**src/rtl/wavegen_pkg.sv**
```systemverilog
// Shared waveform encodings and the sine half-wave clamp used by every channel's shaper.
package wavegen_pkg;

  localparam logic [1:0] WAVE_SAW = 2'd0;
  localparam logic [1:0] WAVE_SQR = 2'd1;
  localparam logic [1:0] WAVE_TRI = 2'd2;
  localparam logic [1:0] WAVE_SIN = 2'd3;

  // Limit a parabolic half-wave magnitude to the largest code that fits in half the sample range.
  function automatic logic [31:0] sine_clamp(input logic [31:0] h, input int s);
    logic [31:0] lim;
    lim = (32'd1 << (s - 1)) - 32'd1;
    return (h > lim) ? lim : h;
  endfunction

endpackage

```
**src/rtl/wavegen_pwm_mc_if.sv**
```systemverilog
// Control and PWM/sample bus of the multi-channel waveform synthesiser.
interface wavegen_pwm_mc_if #(
  parameter int NCH      = 2,
  parameter int FREQ_W   = 12,
  parameter int SAMPLE_W = 8
);
  logic                     en;
  logic                     phase_clr;
  logic [NCH*FREQ_W-1:0]    freq;
  logic [NCH*2-1:0]         wave_sel;
  logic [NCH-1:0]           pwm;
  logic [NCH*SAMPLE_W-1:0]  sample;
  logic                     period_tick;
  logic [NCH-1:0]           act_led;

  modport master (
    output en, phase_clr, freq, wave_sel,
    input  pwm, sample, period_tick, act_led
  );

  modport slave (
    input  en, phase_clr, freq, wave_sel,
    output pwm, sample, period_tick, act_led
  );
endinterface

```
**src/rtl/wave_shaper.sv**
```systemverilog
// Maps one channel's phase to a registered unsigned sample: saw, square, triangle or parabolic sine.
module wave_shaper
  import wavegen_pkg::*;
#(
  parameter int PHASE_W  = 16,
  parameter int SAMPLE_W = 8
) (
  input  logic                clock,
  input  logic                resetn,
  input  logic [PHASE_W-1:0]  phase,
  input  logic [1:0]          wave_sel,
  output logic [SAMPLE_W-1:0] wave_p1
);

  localparam logic [SAMPLE_W-1:0] FULL    = '1;
  localparam logic [SAMPLE_W-1:0] HALF_M1 = FULL >> 1;
  localparam logic [SAMPLE_W-1:0] HALF    = HALF_M1 + 1'b1;

  logic                  m;
  logic [SAMPLE_W-1:0]   p;
  logic [SAMPLE_W-1:0]   x;
  logic [2*SAMPLE_W-1:0] prod;
  logic [2*SAMPLE_W-1:0] prod_sh;
  logic [31:0]           h_sat;
  logic [SAMPLE_W-1:0]   h;
  logic [SAMPLE_W-1:0]   wave_p0;
  logic                  unused_bits;

  assign m = phase[PHASE_W-1];
  assign p = phase[PHASE_W-1 -: SAMPLE_W];
  assign x = phase[PHASE_W-2 -: SAMPLE_W];

  // Full-width product so the parabola keeps every bit before the shift.
  assign prod    = {{SAMPLE_W{1'b0}}, x} * {{SAMPLE_W{1'b0}}, FULL - x};
  assign prod_sh = prod >> (SAMPLE_W - 1);
  assign h_sat   = sine_clamp(32'(prod_sh), SAMPLE_W);
  assign h       = h_sat[SAMPLE_W-1:0];

  assign unused_bits = ^{phase, h_sat};

  always_comb begin
    wave_p0 = p;
    case (wave_sel)
      WAVE_SAW: wave_p0 = p;
      WAVE_SQR: wave_p0 = m ? '0 : FULL;
      WAVE_TRI: wave_p0 = m ? ~x : x;
      WAVE_SIN: wave_p0 = m ? (HALF_M1 - h) : (HALF + h);
      default:  wave_p0 = p;
    endcase
  end

  // p0 -> p1: registered sample
  always_ff @(posedge clock or negedge resetn) begin
    if (!resetn) wave_p1 <= '0;
    else         wave_p1 <= wave_p0;
  end

endmodule

```
**src/rtl/wavegen_pwm_mc.sv**
```systemverilog
// Multi-channel phase-accumulator synthesiser; all channels share one PWM period counter.
module wavegen_pwm_mc
  import wavegen_pkg::*;
#(
  parameter int NCH      = 2,
  parameter int PHASE_W  = 16,
  parameter int FREQ_W   = 12,
  parameter int SAMPLE_W = 8,
  parameter int LED_DIV  = 6
) (
  input  logic            clock,
  input  logic            resetn,
  wavegen_pwm_mc_if.slave bus
);

  localparam logic [SAMPLE_W-1:0] CNT_MAX = '1;

  logic [NCH-1:0][PHASE_W-1:0]  acc_p0;
  logic [NCH-1:0][SAMPLE_W-1:0] wave_p1;
  logic [NCH-1:0][SAMPLE_W-1:0] duty_p2;
  logic [SAMPLE_W-1:0]          cnt;
  logic [NCH-1:0]               pwm_q;
  logic                         tick_q;
  logic [NCH-1:0][LED_DIV-1:0]  led_cnt;
  logic [NCH-1:0]               seen;
  logic [NCH-1:0]               act_led_q;
  logic                         period_end;

  assign period_end = bus.en && (cnt == CNT_MAX);

  // p0: phase accumulators; clear wins over run enable
  always_ff @(posedge clock or negedge resetn) begin
    if (!resetn) begin
      acc_p0 <= '0;
    end else begin
      for (int c = 0; c < NCH; c++) begin
        if (bus.phase_clr)  acc_p0[c] <= '0;
        else if (bus.en)    acc_p0[c] <= acc_p0[c] + PHASE_W'(bus.freq[c*FREQ_W +: FREQ_W]);
      end
    end
  end

  // p0 -> p1: per-channel waveform shaping
  for (genvar c = 0; c < NCH; c++) begin : g_ch
    wave_shaper #(
      .PHASE_W  (PHASE_W),
      .SAMPLE_W (SAMPLE_W)
    ) u_shaper (
      .clock    (clock),
      .resetn   (resetn),
      .phase    (acc_p0[c]),
      .wave_sel (bus.wave_sel[2*c +: 2]),
      .wave_p1  (wave_p1[c])
    );
  end

  // p1 -> p2: duty latched on the last count of a period, then compared against the shared counter
  always_ff @(posedge clock or negedge resetn) begin
    if (!resetn) begin
      cnt     <= '0;
      tick_q  <= 1'b0;
      duty_p2 <= '0;
      pwm_q   <= '0;
    end else begin
      cnt    <= bus.en ? cnt + 1'b1 : '0;
      tick_q <= bus.en && (cnt == '0);
      for (int c = 0; c < NCH; c++) begin
        if (period_end) duty_p2[c] <= wave_p1[c];
        pwm_q[c] <= bus.en && (cnt < duty_p2[c]);
      end
    end
  end

  // Activity LED: the tick cycle already carries the first bit of the next span.
  always_ff @(posedge clock or negedge resetn) begin
    if (!resetn) begin
      led_cnt   <= '0;
      seen      <= '0;
      act_led_q <= '0;
    end else begin
      for (int c = 0; c < NCH; c++) begin
        if (tick_q) led_cnt[c] <= led_cnt[c] + LED_DIV'(1);
        if (tick_q && (&led_cnt[c])) begin
          if (seen[c]) act_led_q[c] <= ~act_led_q[c];
          seen[c] <= pwm_q[c];
        end else begin
          seen[c] <= seen[c] | pwm_q[c];
        end
      end
    end
  end

  assign bus.pwm         = pwm_q;
  assign bus.sample      = duty_p2;
  assign bus.period_tick = tick_q;
  assign bus.act_led     = act_led_q;

endmodule

```
**src/flat_wrapper.sv**
```systemverilog
// flat-port wrapper written by rule: the top's interface ports become plain ports
module wavegen_pwm_mc_flat import wavegen_pkg::*;
#(
  parameter int NCH      = 2,
  parameter int PHASE_W  = 16,
  parameter int FREQ_W   = 12,
  parameter int SAMPLE_W = 8,
  parameter int LED_DIV  = 6
)
  (clock, resetn, bus_en, bus_phase_clr, bus_freq, bus_wave_sel, bus_pwm, bus_sample, bus_period_tick, bus_act_led);
  wavegen_pwm_mc_if #(.NCH(NCH), .FREQ_W(FREQ_W), .SAMPLE_W(SAMPLE_W)) bus_i ();
  input  logic clock;
  input  logic resetn;
  input wire logic [$bits(bus_i.en)-1:0] bus_en;
  input wire logic [$bits(bus_i.phase_clr)-1:0] bus_phase_clr;
  input wire logic [$bits(bus_i.freq)-1:0] bus_freq;
  input wire logic [$bits(bus_i.wave_sel)-1:0] bus_wave_sel;
  output wire logic [$bits(bus_i.pwm)-1:0] bus_pwm;
  output wire logic [$bits(bus_i.sample)-1:0] bus_sample;
  output wire logic [$bits(bus_i.period_tick)-1:0] bus_period_tick;
  output wire logic [$bits(bus_i.act_led)-1:0] bus_act_led;
  assign bus_i.en = bus_en;
  assign bus_i.phase_clr = bus_phase_clr;
  assign bus_i.freq = bus_freq;
  assign bus_i.wave_sel = bus_wave_sel;
  assign bus_pwm = bus_i.pwm;
  assign bus_sample = bus_i.sample;
  assign bus_period_tick = bus_i.period_tick;
  assign bus_act_led = bus_i.act_led;
  wavegen_pwm_mc #(.NCH(NCH), .PHASE_W(PHASE_W), .FREQ_W(FREQ_W), .SAMPLE_W(SAMPLE_W), .LED_DIV(LED_DIV)) u_core (.clock(clock), .resetn(resetn), .bus(bus_i));
endmodule
```
**config.mk**
```make
export PLATFORM = sky130hd
export DESIGN_NAME = wavegen_pwm_mc_flat
export DESIGN_NICKNAME = d
export VERILOG_FILES = /design/src/rtl/wavegen_pkg.sv /design/src/rtl/wavegen_pwm_mc_if.sv /design/src/rtl/wave_shaper.sv /design/src/rtl/wavegen_pwm_mc.sv /design/src/flat_wrapper.sv
export SDC_FILE = /design/constraint.sdc
export NUM_CORES = 1
export LEC_CHECK = 0
export BUFFER_PORTS_ARGS = -buffer_cell sky130_fd_sc_hd__buf_4
export CAP_MARGIN = 20
export CORE_UTILIZATION = 55
export DETAILED_ROUTE_END_ITERATION = 8
export PLACE_DENSITY = 0.72
export RECOVER_POWER = 50
export SLEW_MARGIN = 30
export SYNTH_ARGS = -nofsm -noshare
export SYNTH_HDL_FRONTEND = slang
export SYNTH_SLANG_ARGS = --single-unit
```
**constraint.sdc**
```tcl
create_clock -name clock -period 10.5 [get_ports clock]
set_input_delay 0.525 -clock clock [delete_from_list [all_inputs] [get_ports clock]]
set_output_delay 0.525 -clock clock [all_outputs]
set_load 0.02 [all_outputs]
```
==> run metrics, run 1 <==
status complete, but fails checks; failing checks capacitance limit, slew limit; H-tree Lvls 3; # DRC 0; global route total overflow 0; hold path depth 2; pin count of the biggest net entering global routing 60; Crit Path Max Fanout 14; Die Wd 130 µm; fmax 0.168 GHz; crit path launch u_core.acc_p0[29]; Post-synth EDFFs 0; Post-Syn Nets 1235; Finished Layout Cells 1260; Rows 46; Fill cells roughly 1400; drt first pass iters 5; CTS root buf clkbuf_16; Design Area, Final between 9000 and 10000 µm²; largest family of logic cells by synthesized area adder cells; Switching Share 40.2%; leakage between 0.005 and 0.006 µW; critical path's largest stage delay approximately 630 ps; Startpoint Class flip-flop; sequential power share 30.7%; crit share post-route a little under three fifths; clock insertion delay at the later pin of the skew report around 360 ps; die height 130 µm; FFs w/ async S/R, synth between 90% and 100%; relative slew slack -101%; clock sinks 91; Worst path most repeated cell fa_1; postcts setup bufs 0; final hold viol count 0; reg2reg start u_core.acc_p0[29]; max-slew violations 130; routed via count 6918; final setup fails 0; P per Cell Area between 150 and 200 nW/µm²; core area 16000 µm²; MaxCap Viol Count 3; cts hold-fix bufs 0; Tot Pwr 1520 µW; cells after synthesis roughly 1000; part of the power in the clock network between 20% and 30%; GPL Wtd Cong 0.863; Cells after DPL 1244; CTS Buffer Depth 2; hold endpoint u_core.g_ch[0].u_shaper.wave_p1[5]; Critical Path RT between 10000 and 15000 ps; reg2reg end u_core.g_ch[1].u_shaper.wave_p1[6]; slowest library cell on the worst path dfrtp_1; Placed Area 9600 µm²; antenna violations before repair 0; r2r setup slk ~4500 ps; Buffers on Ports 52; utilization after layout 61.8%; global-route wire length before repair around 31000 µm; nets 1259; # IOs 53; Setup TNS 0 ps; Top Family by Delay on Critical Path adder cells; Net Switching 614 µW; Num CTS Buffers 9; Mapped Avg Cell Area slightly below 9 µm²; post-cts sizing count 0; adder-cell share of the synthesized area 30.7%; routed wire length 18100 µm; part of the power in combinational logic 46.5%; clock slew at reported path FFs about 70 ps; sum of buffers and inverters on the critical path 4; Via density 5.49; fraction of layout cells with a size suffix above 1 7.76%; Synth Area in Compound Gates 14.5%; synth unique cells 61; post-route ant nets 0; number of DRC markers in iteration 0 408; R2R cell count 17; RSZ-0062 raised after global routing no; register bit count reported by yosys 91; cell internal pwr 911 µW; post-route minimum period 5950 ps; sequential area share after synthesis 25.1%; dpl hpwl 13900 µm; post-synthesis mux area share 2.96%; HP Class in -> reg; VDD IR-drop max 0.127 mV; Post-Syn Area 9080 µm²; number of global-route vias before repair between 6000 and 7000; Critical Path Sink Type flip-flop; hold path startpoint bus_wave_sel[0]; WL per Instance about 14 µm; Tightest Pin Transition 3020 ps; worst path cell trace clkinv_1 -> nand2_1 -> fa_1 -> fa_1 -> inv_1 -> fa_1 -> inv_1 -> fa_1 -> inv_1 -> ha_1 -> o21a_1 -> a2111oi_4 -> o31ai_2 -> a2111oi_0 -> a211oi_2 -> or3_2 -> o311a_1; n_diodes 0; Die ar. 17000 µm²; Worst Clk Skew 10.4 ps; Post-Synth Simple-Gate Area ~14%; Post-Synth XOR/XNOR Area 5.59%; Area growth syn-to-layout 8.85%; Starting Density between 50% and 60%; CTS tree yes; Most used DFF post-synth dfrtp_1; GRT Util Overall 23.2%; CP Class reg -> reg; Syn. warnings 0; Critical Path AT 6200 ps
## per-layer routing
layer | global-route usage (%) | routed length (µm) | share of wire, % | up-vias
li1 | - | - | - | 3481
met1 | 31.6 | 8830 | 49 | 3298
met2 | 38.3 | 8400 | 46 | 123
met3 | 3.99 | 672 | 3.7 | 16
met4 | 6.22 | 195 | 1.1 | 0
met5 | 0 | 0 | 0 | -
## synthesized netlist by cell type (3+ instances only)
master,number,area share [%]
xnor2_1,39,3.8
o311ai_0,8,0.77
nor4_1,7,0.48
o22ai_1,4,0.28
a2111oi_0,5,0.48
nand4_1,8,0.55
mux2i_1,19,2.1
fa_1,58,13
o211ai_1,4,0.33
nand2_1,72,3.0
nor2_1,121,5.0
o221ai_1,3,0.29
mux2_2,7,0.87
a21o_2,3,0.29
or2_2,3,0.21
dfrtp_1,91,25
and2_1,7,0.48
or3_1,3,0.21
a31oi_1,4,0.28
ha_1,130,18
and3_1,9,0.62
xor2_1,19,1.8
o31ai_1,5,0.41
a41oi_1,3,0.29
a21o_1,20,1.7
nor3_1,9,0.50
nand2b_1,10,0.69
o21a_1,7,0.58
nand3_1,13,0.72
a21oi_1,35,1.9
clkinv_1,5,0.21
o21ai_0,62,3.4
clkbuf_1,36,1.5
o21bai_1,4,0.33
nor2b_1,14,0.96
buf_1,4,0.17
inv_1,121,5.0
a211oi_1,14,1.2
## registers in the layout, indices dropped and copies added (netlist names)
name and flops:
u_core.acc_p0 32, u_core.bus.sample 16, u_core.g_ch.u_shaper.wave_p1 16, u_core.led_cnt 12, u_core.cnt 8, u_core.bus.act_led 2
u_core.bus.pwm 2, u_core.seen 2, u_core.bus.period_tick 1
## cell families (layout without fill, tap and decap cells)
group                      count (synthesis)  in the layout
adders and majority gates                188            188
DFF                                       91             91
xor gates and xnor gates                  58             58
buffers and inverters                    169            198
muxes                                     26             26
AOI/OAI and AO/OA                        199            199
and+or+nand+nor                          284            284
## area by class of cell
type                            count  area (µm²)  share of cell area [%]
Tap cell                          216         270                    2.73
Clock inverter                      6        76.3                   0.772
Clock buffer                       10         239                    2.42
Timing Repair Buffer               54         372                    3.76
Sequential cell                    91        2280                    23.0
Multi-Input combinational cell    755        6170                    62.4
Inverter                          128         480                    4.86
## through the flow
| stage | worst slack [ps] | hold slack (ps) |
|---|---|---|
| floorplan | 5150 | 229 |
| global placement | 4590 | 437 |
| detailed placement | 4620 | 434 |
| CTS | 4590 | 146 |
| global route | 4230 | 438 |
| finish | 4550 | 429 |
## power groups by stage
stage | Clock, µW | Combinational, µW | Sequential (µW)
floorplan | 0 | 593 | 440
global placement | 0 | 692 | 472
detailed placement | 0 | 710 | 474
CTS | 358 | 717 | 468
global route | 372 | 824 | 477
finish | 348 | 708 | 469
## cell usage in the layout (no fill, tap or decap), types with 10 or more instances in the layout
cell type,count
a21o_1,20
nand3_1,13
mux2i_1,19
nand2_1,72
o21ai_0,62
nor2_1,120
fa_1,58
ha_1,130
a211oi_1,13
inv_1,121
dfrtp_1,91
a21oi_1,35
nand2b_1,10
buf_4,45
nor2b_1,14
xor2_1,19
xnor2_1,39
## worst max-delay path by stage
stage	slack, ps	cells after the start	end
floorplan	5150	18	u_core.g_ch[1].u_shaper.wave_p1[6]
global placement	4590	17	u_core.g_ch[1].u_shaper.wave_p1[6]
detailed placement	4620	17	u_core.g_ch[1].u_shaper.wave_p1[6]
CTS	4590	17	u_core.g_ch[1].u_shaper.wave_p1[6]
global route	4230	17	u_core.g_ch[1].u_shaper.wave_p1[6]
finish	4550	17	u_core.g_ch[1].u_shaper.wave_p1[6]
(Power assumes the default switching activity.)
==> run 2: changes to the inputs <==
--- a/config.mk
+++ b/config.mk
@@ -5,6 +5,7 @@
 export SDC_FILE = /design/constraint.sdc
 export NUM_CORES = 1
 export LEC_CHECK = 0
+export ABC_AREA = 1
 export BUFFER_PORTS_ARGS = -buffer_cell sky130_fd_sc_hd__buf_4
 export CAP_MARGIN = 20
 export CORE_UTILIZATION = 55
==> constraint.sdc (replaced) <==
create_clock -name clock -period 5.5 [get_ports clock]
set_input_delay 0.275 -clock clock [delete_from_list [all_inputs] [get_ports clock]]
set_output_delay 0.275 -clock clock [all_outputs]
set_load 0.02 [all_outputs]
==> run 2 against run 1 <==
Against the previous run:
- the run still ends with capacitance limit, slew limit left
- worst setup slack got worse by 4000 ps
- critical path depth is 6 higher
- combinational power increased by 150%
- power is 110% higher
- die area increased by 6.2%
- via count increased by 21%
- sequential power up 78%
- maximum frequency grew 19%
- synthesized cell count increased by 27%
- critical path type unchanged
- critical endpoint is now u_core.g_ch[1].u_shaper.wave_p1[3]
- largest cell class unchanged
==> run metrics, run 2 <==
status complete, but fails checks; failing checks capacitance limit, slew limit; Worst Clk Skew 11.1 ps; routed via count roughly 8400; Biggest register u_core.acc_p0; area leader, netlist dfrtp_1; VDD IR-drop max 0.226 mV; GRT Util Overall 25.8%; CTS tree yes; most frequent cell after synthesis nand2_1; Critical Path AT 5270 ps; core area 17200 µm²; hold endpoint u_core.g_ch[1].u_shaper.wave_p1[7]; clock insertion delay at the later pin of the skew report approximately 350 ps; Setup TNS 0 ps; Post-synth EDFFs 0; clock slew at reported path FFs roughly 70 ps; RSZ-0062 raised after global routing no; Startpoint Class flip-flop; leakage 0.00600 µW; Syn. warnings 0; Mapped Avg Cell Area 7.50 µm²; final setup fails 0; adder-cell share of the synthesized area 28.9%; Post-Synth Simple-Gate Area 26.3%; r2r setup slk 510 ps; commonest cells in the netlist nand2_1, inv_1, nor2_1; sequential area share after synthesis a little under a quarter; routed wire length 21700 µm; H-tree Lvls 3; global route total overflow 0; crit share post-route 90.8%; dpl hpwl about 17000 µm; Die ar. 18100 µm²; relative slew slack -17.8%; Post-Syn Nets about 1500; Starting Density 56.0%; drt first pass iters 6; R2R cell count 23; hold path depth 3; hold path startpoint bus_wave_sel[2]; max FFs per register 32; Buffers on Ports 52; CTS root buf clkbuf_16; Fill cells 1579; GPL Wtd Cong 0.879; nets 1552; # IOs between 50 and 60; post-route minimum period 4990 ps; clock sinks 91; Critical Path Sink Type flip-flop; synth unique cells 47; cells after synthesis approximately 1300; utilization after layout 60.9%; Post-Synth XOR/XNOR Area between 2 and 3%; reg2reg end u_core.g_ch[1].u_shaper.wave_p1[3]; WL per Instance between 10 and 15 µm; max-slew violations 74; Via density around 5.4; # DRC 0; HP Class in -> reg; reg2reg start u_core.acc_p0[29]; Synth top area share 23.6%; largest family of logic cells by synthesized area adder cells; post-synthesis mux area share less than 1%; commonest non-fill, non-tap cell in the layout nand2_1; P per Cell Area 310 nW/µm²; pin count of the biggest net entering global routing 74; register bit count reported by yosys 91; top cells by area, synth dfrtp_1, ha_1, fa_1; fmax roughly 0.2 GHz; most frequent cells in the layout nand2_1, inv_1, nor2_1; Area growth syn-to-layout 8.64%; CP Class reg -> reg; CTS Buffer Depth 2; Post-Syn Area 9660 µm²; Most used DFF post-synth dfrtp_1; global-route wire length before repair 37700 µm; Synth Area in Compound Gates 7.89%; FFs w/ async S/R, synth 100%; MaxCap Viol Count 1; die height 135 µm; number of global-route vias before repair 8116; number of DRC markers in iteration 0 424; Die Wd between 100 and 150 µm; antenna violations before repair 0; Num CTS Buffers 9; n_diodes 0; Crit Path Max Fanout 14; fraction of layout cells with a size suffix above 1 7.11%; Rows 48; post-route ant nets 0; Tightest Pin Transition 1770 ps; Critical Path RT 5780 ps; final hold viol count 0
-- run 2: repair_timing --
item	4_1_cts	5_1_grt
buffers inserted	0	0
hold buffers	1	0
resized for setup	0	1
endpoints found under the hold margin	18	0
setup endpoints to repair	0	1
-- run 2: critical path: stages, from the launching register on --
cell and delay (ps):
dfrtp_1 690, clkinvlp_4 380, nand2_1 150, fa_1 470, fa_1 550, inv_1 50
fa_1 530, inv_1 60, fa_1 530, inv_1 40, ha_1 360, nand2_1 100
nand2_1 60, nand2_1 60, nand2_1 70, nand2_1 80, nand3_1 70, nand2_1 60
nand2_1 50, inv_2 180, nand3_1 100, nand2_1 70, nand3_1 70, a21oi_1 140
-- run 2: power by group --
group | switching [µW] | internal, µW | leakage [µW]
combinational | 1060 | 700 | 0.00473
clock | 285 | 374 | 0.000158
sequential | 77.3 | 758 | 0.00111
-- run 2: worst max-delay path by stage --
stage	depth (start not counted)	start	slack, ps	to
floorplan	26	u_core.acc_p0[10]	960	u_core.g_ch[0].u_shaper.wave_p1[3]
global placement	23	u_core.acc_p0[29]	560	u_core.g_ch[1].u_shaper.wave_p1[0]
detailed placement	23	u_core.acc_p0[29]	510	u_core.g_ch[1].u_shaper.wave_p1[2]
CTS	23	u_core.acc_p0[29]	510	u_core.g_ch[1].u_shaper.wave_p1[2]
global route	23	u_core.acc_p0[29]	20	u_core.g_ch[1].u_shaper.wave_p1[2]
finish	23	u_core.acc_p0[29]	510	u_core.g_ch[1].u_shaper.wave_p1[3]
-- run 2: cells by family after synthesis --
logic type                 after synthesis
and+or+nand+nor                        590
buffers and inverters                  258
muxes                                    2
DFF                                     91
xor gates and xnor gates                28
adders and majority gates              188
AOI/OAI and AO/OA                      131
-- run 2: layer usage --
layer  up-vias  global-route usage, %  routed length (µm)
met2       219                   43.4               10200
li1       4184                      -                   -
met1      3924                   35.1                9960
met5         -                      0                   0
met4         0                   6.55                 432
met3        40                   3.75                1100
-- run 2: layout make-up --
class | instances | area, µm² | area share, %
clock buffer | 10 | 239 | 2.28
inverter | 225 | 848 | 8.09
clock inverter | 6 | 80.1 | 0.763
sequential | 91 | 2280 | 21.7
timing repair buffer | 66 | 409 | 3.90
multi-input combinational | 939 | 6360 | 60.6
tap | 225 | 282 | 2.68
-- run 2: through the flow --
step           setup slack [ps]  instance area [µm²]  instances  power [µW]  hold slack [ps]
4_1_cts                     506                10600       1562        3280              197
3_3_place_gp                559                10300       1545        2560              191
5_1_grt                    20.9                10500       1562        3600              257
6_report                    508                10500       1562        3260              240
2_1_floorplan               958                 9660       1288        2220            -20.6
3_5_place_dp                506                10300       1545        2610              198
